--- config.mk ---
export PLATFORM = sky130hd
export DESIGN_NAME = washer_ctrl_timed
export DESIGN_NICKNAME = d
export VERILOG_FILES = /design/src/rtl/washer_ctrl_timed.sv
export SDC_FILE = /design/constraint.sdc
export NUM_CORES = 1
export LEC_CHECK = 0
export ABC_CLOCK_PERIOD_IN_PS = 4770
export CAP_MARGIN = 20
export CORE_MARGIN = 2
export CORE_UTILIZATION = 52
export CTS_CLUSTER_SIZE = 25
export DETAILED_ROUTE_END_ITERATION = 12
export HOLD_SLACK_MARGIN = 0.02
export PLACE_DENSITY_LB_ADDON = 0.05
export SYNTH_ARGS = -nofsm -noshare
export SYNTH_HDL_FRONTEND = slang
export SYNTH_SLANG_ARGS = --single-unit
--- constraint.sdc ---
create_clock -name clk -period 4.77 [get_ports clk]
set_clock_uncertainty 0.15 [all_clocks]
set_input_delay 0.7155 -clock clk [delete_from_list [all_inputs] [get_ports clk]]
set_output_delay 0.7155 -clock clk [all_outputs]
set_load 0.05 [all_outputs]
--- src/rtl/washer_ctrl_timed.sv ---
// Wash-machine sequencer with an internal phase down-counter, configurable rinse
// passes, heavy wash, door pause/resume and abort-to-drain.
module washer_ctrl_timed #(
  parameter int FILL_CYC  = 4,
  parameter int WASH_CYC  = 8,
  parameter int DRAIN_CYC = 3,
  parameter int RINSE_CYC = 6,
  parameter int SPIN_CYC  = 5,
  parameter int MAX_RINSE = 3,
  parameter int CNT_W     = 16,
  parameter int RW        = 2
) (
  input  logic          clk,
  input  logic          reset_n,
  input  logic          start,
  input  logic          door,
  input  logic          abort,
  input  logic          heavy,
  input  logic [RW-1:0] num_rinse,
  output logic          water,
  output logic          agitator,
  output logic          pump,
  output logic          motor,
  output logic          spin_fast,
  output logic          busy,
  output logic          paused,
  output logic          done,
  output logic [2:0]    state,
  output logic [RW-1:0] rinse_left
);

  typedef enum logic [2:0] {
    S_IDLE   = 3'd0,
    S_FILL1  = 3'd1,
    S_WASH   = 3'd2,
    S_DRAIN1 = 3'd3,
    S_FILL2  = 3'd4,
    S_RINSE  = 3'd5,
    S_DRAIN2 = 3'd6,
    S_SPIN   = 3'd7
  } state_t;

  localparam logic [RW-1:0] MAXR = RW'(MAX_RINSE);

  state_t           st;
  logic [CNT_W-1:0] tmr;
  logic [RW-1:0]    rleft;
  logic             hvy;
  logic             abt;
  logic             done_r;

  function automatic logic [RW-1:0] clamp_rinse(input logic [RW-1:0] n);
    return (n > MAXR) ? MAXR : n;
  endfunction

  // Timer load value is the phase length minus one so a phase lasts *_CYC cycles.
  function automatic logic [CNT_W-1:0] load_val(input state_t s, input logic hv);
    case (s)
      S_FILL1, S_FILL2:  load_val = CNT_W'(FILL_CYC - 1);
      S_WASH:            load_val = hv ? CNT_W'(2 * WASH_CYC - 1) : CNT_W'(WASH_CYC - 1);
      S_DRAIN1, S_DRAIN2: load_val = CNT_W'(DRAIN_CYC - 1);
      S_RINSE:           load_val = CNT_W'(RINSE_CYC - 1);
      S_SPIN:            load_val = CNT_W'(SPIN_CYC - 1);
      default:           load_val = '0;
    endcase
  endfunction

  assign busy       = (st != S_IDLE);
  assign paused     = busy & door;
  assign state      = st;
  assign done       = done_r;
  assign rinse_left = rleft;

  assign water     = !paused && (st == S_FILL1 || st == S_FILL2);
  assign agitator  = !paused && (st == S_WASH || st == S_RINSE);
  assign pump      = !paused && (st == S_DRAIN1 || st == S_DRAIN2 || st == S_SPIN);
  assign motor     = !paused && (st == S_SPIN);
  assign spin_fast = !paused && (st == S_SPIN);

  always_ff @(posedge clk or negedge reset_n) begin
    if (!reset_n) begin
      st     <= S_IDLE;
      tmr    <= '0;
      rleft  <= '0;
      hvy    <= 1'b0;
      abt    <= 1'b0;
      done_r <= 1'b0;
    end else begin
      done_r <= 1'b0;
      if (st == S_IDLE) begin
        if (start && !door) begin
          st    <= S_FILL1;
          tmr   <= load_val(S_FILL1, heavy);
          rleft <= clamp_rinse(num_rinse);
          hvy   <= heavy;
          abt   <= 1'b0;
        end
      end else if (!door) begin
        if (abort && st != S_DRAIN2 && st != S_SPIN) begin
          st    <= S_DRAIN2;
          tmr   <= load_val(S_DRAIN2, hvy);
          rleft <= '0;
          abt   <= 1'b1;
        end else if (abort && st == S_SPIN) begin
          st     <= S_IDLE;
          done_r <= 1'b1;
        end else begin
          // Only DRAIN2 reaches here with abort high: finish this drain, then stop.
          if (abort) begin
            abt   <= 1'b1;
            rleft <= '0;
          end
          if (tmr != '0) begin
            tmr <= tmr - 1'b1;
          end else begin
            case (st)
              S_FILL1: begin st <= S_WASH;   tmr <= load_val(S_WASH, hvy);   end
              S_WASH:  begin st <= S_DRAIN1; tmr <= load_val(S_DRAIN1, hvy); end
              S_DRAIN1: begin
                if (rleft != '0) begin
                  st  <= S_FILL2;
                  tmr <= load_val(S_FILL2, hvy);
                end else begin
                  st  <= S_SPIN;
                  tmr <= load_val(S_SPIN, hvy);
                end
              end
              S_FILL2: begin st <= S_RINSE;  tmr <= load_val(S_RINSE, hvy);  end
              S_RINSE: begin st <= S_DRAIN2; tmr <= load_val(S_DRAIN2, hvy); end
              S_DRAIN2: begin
                if (abt || abort) begin
                  st     <= S_IDLE;
                  done_r <= 1'b1;
                end else if (rleft > RW'(1)) begin
                  st    <= S_FILL2;
                  tmr   <= load_val(S_FILL2, hvy);
                  rleft <= rleft - 1'b1;
                end else begin
                  st    <= S_SPIN;
                  tmr   <= load_val(S_SPIN, hvy);
                  rleft <= '0;
                end
              end
              S_SPIN: begin
                st     <= S_IDLE;
                done_r <= 1'b1;
              end
              default: st <= S_IDLE;
            endcase
          end
        end
      end
    end
  end

endmodule

==> summary.md, run 1 <==
| Metric | Value |
|---|---|
| Vias in the first global route | 1533 |
| Post-synthesis mux area share | 1.88% |
| Dominant synthesized flop cell | dfrtp_1 |
| Die span in x | 61.7 um |
| Post-CTS setup buffers | 0 |
| Worst slew margin | 52.6% |
| Syn Area/Cell | 8.16 sq um |
| Clk root buf | clkbuf_4 |
| Unrepaired setup endpoints after global routing | no |
| Core Area | 3100 sq um |
| Initial Utilization | 55.8% |
| Num CTS Buffers | 3 |
| Asr flop ratio synth | 100% |
| Simple-gate share of the synthesized area | 28.6% |
| Part of the cycle the worst path needs | 75.0% |
| Slew Limit Fails | 0 |
| Max Cap Viol | 0 |
| Clk pwr share | 10.5% |
| Combinational fraction of design power | 59.8% |
| Arr. time, crit path | 2.71 ns |
| Unique cell type count in the Yosys netlist | 51 |
| Syn. warnings | 0 |
| Nets | 233 |
| Post-synth EDFFs | 0 |
| Port bufs | 20 |
| Max H-tree Level | 1 |
| Hold Startpoint | tmr[15]$_DFFE_PN0P_ |
| Sequential cell area fraction in the yosys report | 34.7% |
| Setup CP Type | flip-flop to output port |
| Crit Path Max Fanout | 25 |
| Post-synth top area share | 34.7% |
| CTS tree | done |
| Placer congestion estimate | 0.872 |
| Io pins | 21 |
| Switching Share | 52.6% |
| Post-Synth XOR/XNOR Area | 1.01% |
| Worst Path Required | 3.90 ns |
| Peak supply drop | 0.296 mV |
| Vias per inst | 6.60 |
| Synthesized instance count | 212 |
| Uppermost layer routed | met4 |
| Setup TNS Final | 0 ns |
| LEAKAGE | 0.768 nW |
| Hold Worst Slack | 0.407 ns |
| Cell row count | 20 |
| Status | complete, no violations |
| Congestion Overflow GR | 0 |
| Initial DRT Pass Iterations | 5 |
| # clock sinks | 24 |
| First-pass GRT wire length | 7.55 mm |
| Critical path startpoint | state[1]$_DFFE_PN0P_ |
| Met2 routed wirelength | 2.23 mm |
| Clock Latency Late Sink | 0.33 ns |
| Ranking of synthesized cells by area | dfrtp_1, o21ai_0, nor2_1, a21oi_1, nor3_1 |
| Minimum clock period | 3.58 ns |
| Antenna violations before repair | 0 |
| FF+latch count, synth | 24 |
| P per Cell Area | 735 nW/um^2 |
| DR WL met3 | 304 um |
| Largest net degree at the start of global routing | 26 |
| Die area | 3810 sq um |
| Final hold vios | 0 |
| Synth Area in Adders | 1.30% |
| Fmax | 0.279 GHz |
| Tot GR Track Use | 26.6% |
| Sw Pwr | 773 uW |
| RR Startpoint | state[1]$_DFFE_PN0P_ |
| DRC | 0 |
| Synth-to-layout area growth | 15.5% |
| WL/cell | 17.2 um |
| DR iter-0 viols | 175 |
| Worst Tran Pin Value | 0.711 ns |
| Syn_nets | 221 |
| Largest family of logic cells by synthesized area | simple AND/OR/NAND/NOR gates |
| CTS Hold Bufs | 0 |
| Startpoint Class | flip-flop |
| Reg power frac | 29.7% |
| Complex-gate fraction of the synthesized area | 25.8% |
| Internal Power | 695 uW |
| Power, Total | 1.47 mW |
| Hpwl dp | 3.24 mm |
| Clock Tree Buf Depth | 2 |
| Most frequent cells after synthesis | dfrtp_1, o21ai_0, nor2_1, a21oi_1, nand2_1 |
| Mapped Area | 1730 sq um |
| DIE HEIGHT | 61.7 um |
| Clk pin slew, worst setup/hold paths | 0.16 ns |
| DRT antenna net count | 0 |
| Synth area leader | dfrtp_1 |
| Layout fillers | 287 |
| # diodes | 0 |
| Hold Crit Class | flip-flop to flip-flop |
| Vias | 1761 |
| CP Capture Type | output port |
| PostCTS Resize Cnt | 0 |
| WL final | 4.60 mm |
| Fraction of layout cells with a size suffix above 1 | 7.62% |
| Setup-failing EPs final | 0 |
| M1 WL | 2.04 mm |
[cell families after synthesis]
logic type,Yosys count
simple gates,86
compound gates,70
buf+inv,25
flops,24
mux,3
xor+xnor,2
fa+ha+maj,2
[layout make-up]
class	instances	area, sq um	share of cell area (%)
multi-input cells	163	1010	50.7
flip-flops and latches	24	601	30.1
repair buffers	23	243	12.1
well taps	44	55.1	2.76
inverters	9	33.8	1.69
clock inverters	1	30.0	1.50
clock buffers	3	22.5	1.13
[registers in the layout, summed over array words and instances (netlist names)]
signal      count
tmr            16
state           3
rinse_left      2
abt             1
done            1
hvy             1
[critical path: stages, from the launching register on]
cell and delay (ns):
dfrtp_1 0.82, nand2_1 0.34, nor3b_1 0.37, clkdlybuf4s50_1 0.87
[placed cells by master, fill, tap and decap left out, types with 2 or more instances in the layout]
cell,instances
inv_1,9
a21oi_1,14
or2_2,2
clkdlybuf4s50_1,20
nor2_1,20
buf_4,2
nor3_1,10
nor4_2,2
mux2_2,2
clkbuf_4,3
nand3_1,3
xnor2_1,2
nor4_1,6
or4_1,4
nand2b_1,5
a22o_1,3
dfrtp_1,24
a31oi_1,3
nor3b_1,3
o31ai_1,5
o21ai_0,24
o41ai_1,5
or3_1,8
a22oi_1,2
a211oi_1,4
nand2_1,13
[power by group through the flow]
stage | combinational, mW | sequential [mW] | clock (mW)
finish | 0.878 | 0.435 | 0.155
global route | 0.958 | 0.454 | 0.166
CTS | 0.865 | 0.429 | 0.154
detailed placement | 0.859 | 0.434 | 0
global placement | 0.839 | 0.428 | 0
floorplan | 0.664 | 0.415 | 0
[worst paths after layout]
check                                  endpoint  slack [ns]  cells after the start
max in group asynchronous       abt$_DFFE_PN0P_        3.54                      2
setup / recovery                          motor        1.19                      3
hold / removal              tmr[15]$_DFFE_PN0P_        0.41                      1
hold reg to reg             tmr[15]$_DFFE_PN0P_        0.41                      1
setup reg to reg             tmr[6]$_DFFE_PN0P_        1.82                      5
min in group asynchronous  state[1]$_DFFE_PN0P_        0.51                      1
[metrics by stage]
| step | setup WS, ns | utilization, % | area [sq um] | std cells |
|---|---|---|---|---|
| CTS | 1.23 | 63.5 | 1970 | 266 |
| detailed placement | 1.23 | 61.8 | 1920 | 262 |
| floorplan | 1.05 | - | 1730 | 212 |
| global route | 1.06 | 64.4 | 2000 | 267 |
| global placement | 1.31 | 61.8 | 1920 | 262 |
| finish | 1.19 | 64.4 | 2000 | 267 |
[routing by layer]
metal	GRT usage [%]	vias up
met5	0	-
met4	6.08	0
met1	39.2	855
met3	2.52	4
li1	-	817
met2	42.1	85
Note: power is estimated with default switching activity, not from simulation.
==> run 2: changes to the inputs <==
--- a/config.mk
+++ b/config.mk
@@ -5,7 +5,7 @@
 export SDC_FILE = /design/constraint.sdc
 export NUM_CORES = 1
 export LEC_CHECK = 0
-export ABC_CLOCK_PERIOD_IN_PS = 4770
+export ABC_CLOCK_PERIOD_IN_PS = 3330
 export CAP_MARGIN = 20
 export CORE_MARGIN = 2
 export CORE_UTILIZATION = 52
==> constraint.sdc (replaced) <==
create_clock -name clk -period 3.33 [get_ports clk]
set_clock_uncertainty 0.15 [all_clocks]
set_input_delay 0.4995 -clock clk [delete_from_list [all_inputs] [get_ports clk]]
set_output_delay 0.4995 -clock clk [all_outputs]
set_load 0.05 [all_outputs]
==> summary.md, run 2 (synthesis gave the netlist of run 1 again) <==
| Metric | Value |
|---|---|
| Status | complete, no violations (unchanged) |
| CP Capture Type | output port (unchanged) |
| Post-placement worst setup slack | 0.416 ns (was 1.23 ns) |
| # clock sinks | 24 (unchanged) |
| Setup-failing EPs final | 0 (unchanged) |
| DRC | 0 (unchanged) |
| Vias per inst | 6.37 (was 6.60) |
| Max reg flops | 16 (unchanged) |
| Setup TNS Final | 0 ns (unchanged) |
| Clock Tree Buf Depth | 2 (unchanged) |
| Vias in the first global route | 1605 (was 1533) |
| Minimum clock period | 3.23 ns |
| Largest net degree at the start of global routing | 25 (was 26) |
| Clock Latency Late Sink | 0.32 ns (was 0.33 ns) |
| Congestion Overflow GR | 0 (unchanged) |
| Fmax | 0.309 GHz |
| Startpoint Class | flip-flop (unchanged) |
| Part of the cycle the worst path needs | 97.1% |
| Io pins | 21 (unchanged) |
| Arr. time, crit path | 2.58 ns (was 2.71 ns) |
| DR iter-0 viols | 135 (was 175) |
| Antenna violations before repair | 0 (unchanged) |
| LEAKAGE | 0.798 nW (was 0.768 nW) |
| CTS Hold Bufs | 0 (unchanged) |
| Most frequent cells in the layout | o21ai_0, dfrtp_1, nor2_1, clkdlybuf4s50_1, a21oi_1 (unchanged) |
| Cell row count | 20 (unchanged) |
| WL final | 4.43 mm (was 4.60 mm) |
| Worst setup margin | 0.0957 ns (was 1.19 ns) |
| Setup CP Type | flip-flop to output port (unchanged) |
| Num CTS Buffers | 3 (unchanged) |
| Die area | 3810 sq um (unchanged) |
| Hpwl dp | 3.29 mm (was 3.24 mm) |
| Nets | 242 (was 233) |
| Synth-to-layout area growth | 17.6% (was 15.5%) |
| CTS tree | done (unchanged) |
| DRT antenna net count | 0 (unchanged) |
| Hold Crit Class | input port to async pin (was flip-flop to flip-flop) |
| PostCTS Resize Cnt | 0 (unchanged) |
| Clk pin slew, worst setup/hold paths | 0.14 ns (was 0.16 ns) |
| P per Cell Area | 1030 nW/um^2 (was 735 nW/um^2) |
| Fraction of layout cells with a size suffix above 1 | 11.6% (was 7.62%) |
| R2R cell count | 7 (was 5) |
| Max H-tree Level | 1 (unchanged) |
| Layout fillers | 297 (was 287) |
| Initial Utilization | 55.8% (unchanged) |
| First-pass GRT wire length | 7.31 mm (was 7.55 mm) |
| # diodes | 0 (unchanged) |
| Unrepaired setup endpoints after global routing | no (unchanged) |
| WL/cell | 16.1 um (was 17.2 um) |
| Slew Limit Fails | 0 (unchanged) |
| Crit Path Max Fanout | 20 (was 25) |
| Vias | 1758 (was 1761) |
| Worst Path Required | 2.68 ns (was 3.90 ns) |
| DIE HEIGHT | 61.7 um (unchanged) |
| Post-CTS setup buffers | 0 (unchanged) |
| Peak supply drop | 0.483 mV (was 0.296 mV) |
| Die span in x | 61.7 um (unchanged) |
| Clk root buf | clkbuf_4 (unchanged) |
| Max Cap Viol | 0 (unchanged) |
| Tot GR Track Use | 25.8% (was 26.6%) |
| Final hold vios | 0 (unchanged) |
| Most flop-heavy register | tmr (unchanged) |
| Port bufs | 20 (unchanged) |
| Worst slew margin | 57.0% (was 52.6%) |
| Initial DRT Pass Iterations | 4 (was 5) |
| Core Area | 3100 sq um (unchanged) |
| Worst Tran Pin Value | 0.645 ns (was 0.711 ns) |
| Placer congestion estimate | 0.927 (was 0.872) |
run 2: report_power, final:
group          switching (mW)  internal [mW]
combinational           0.829          0.524
clock                  0.0920         0.0669
sequential              0.179          0.397
total                    1.10          0.988
run 2: layout make-up:
cell class	instances	area [sq um]	share of cell area, %
Sequential cell	24	601	29.5
Clock buffer	4	36.3	1.78
Inverter	9	33.8	1.66
Multi-Input combinational cell	163	1020	50.1
Timing Repair Buffer	32	290	14.3
Tap cell	44	55.1	2.71
run 2: critical path, stage by stage, from the launching register on:
cell	delay, ns
dfrtp_1	0.78
nand2_1	0.37
nor3b_2	0.27
clkdlybuf4s50_1	0.83
run 2: metrics by stage:
step | total power [mW] | utilization [%] | hold WS (ns) | cell area (sq um) | cells
5_1_grt | 2.24 | 65.6 | 0.395 | 2030 | 276
4_1_cts | 2.06 | 65.6 | 0.381 | 2030 | 276
3_5_place_dp | 1.91 | 64.4 | 0.374 | 2000 | 272
3_3_place_gp | 1.88 | 64.4 | 0.366 | 2000 | 272
2_1_floorplan | 1.55 | - | 0.0539 | 1740 | 212
6_report | 2.09 | 65.6 | 0.365 | 2030 | 276
run 2: final timing paths:
path                                            from                   end  slack [ns]
worst max register to register    tmr[0]$_DFFE_PN0P_    tmr[1]$_DFFE_PN0P_        0.43
min in group clk                     hvy$_DFFE_PN0P_       hvy$_DFFE_PN0P_        0.40
worst max-delay path            state[2]$_DFFE_PN0P_             spin_fast         0.1
max in group asynchronous                    reset_n    tmr[6]$_DFFE_PN0P_        2.43
worst min-delay path                         reset_n  state[1]$_DFFE_PN0P_        0.37
worst min register to register       hvy$_DFFE_PN0P_       hvy$_DFFE_PN0P_        0.40
run 2: metal layers:
layer	up-vias	track usage, %	share of wire (%)
met3	6	2.73	5.9
li1	844	-	-
met5	-	0	0
met2	66	39.2	45
met4	0	7.29	1.2
met1	842	38.8	47
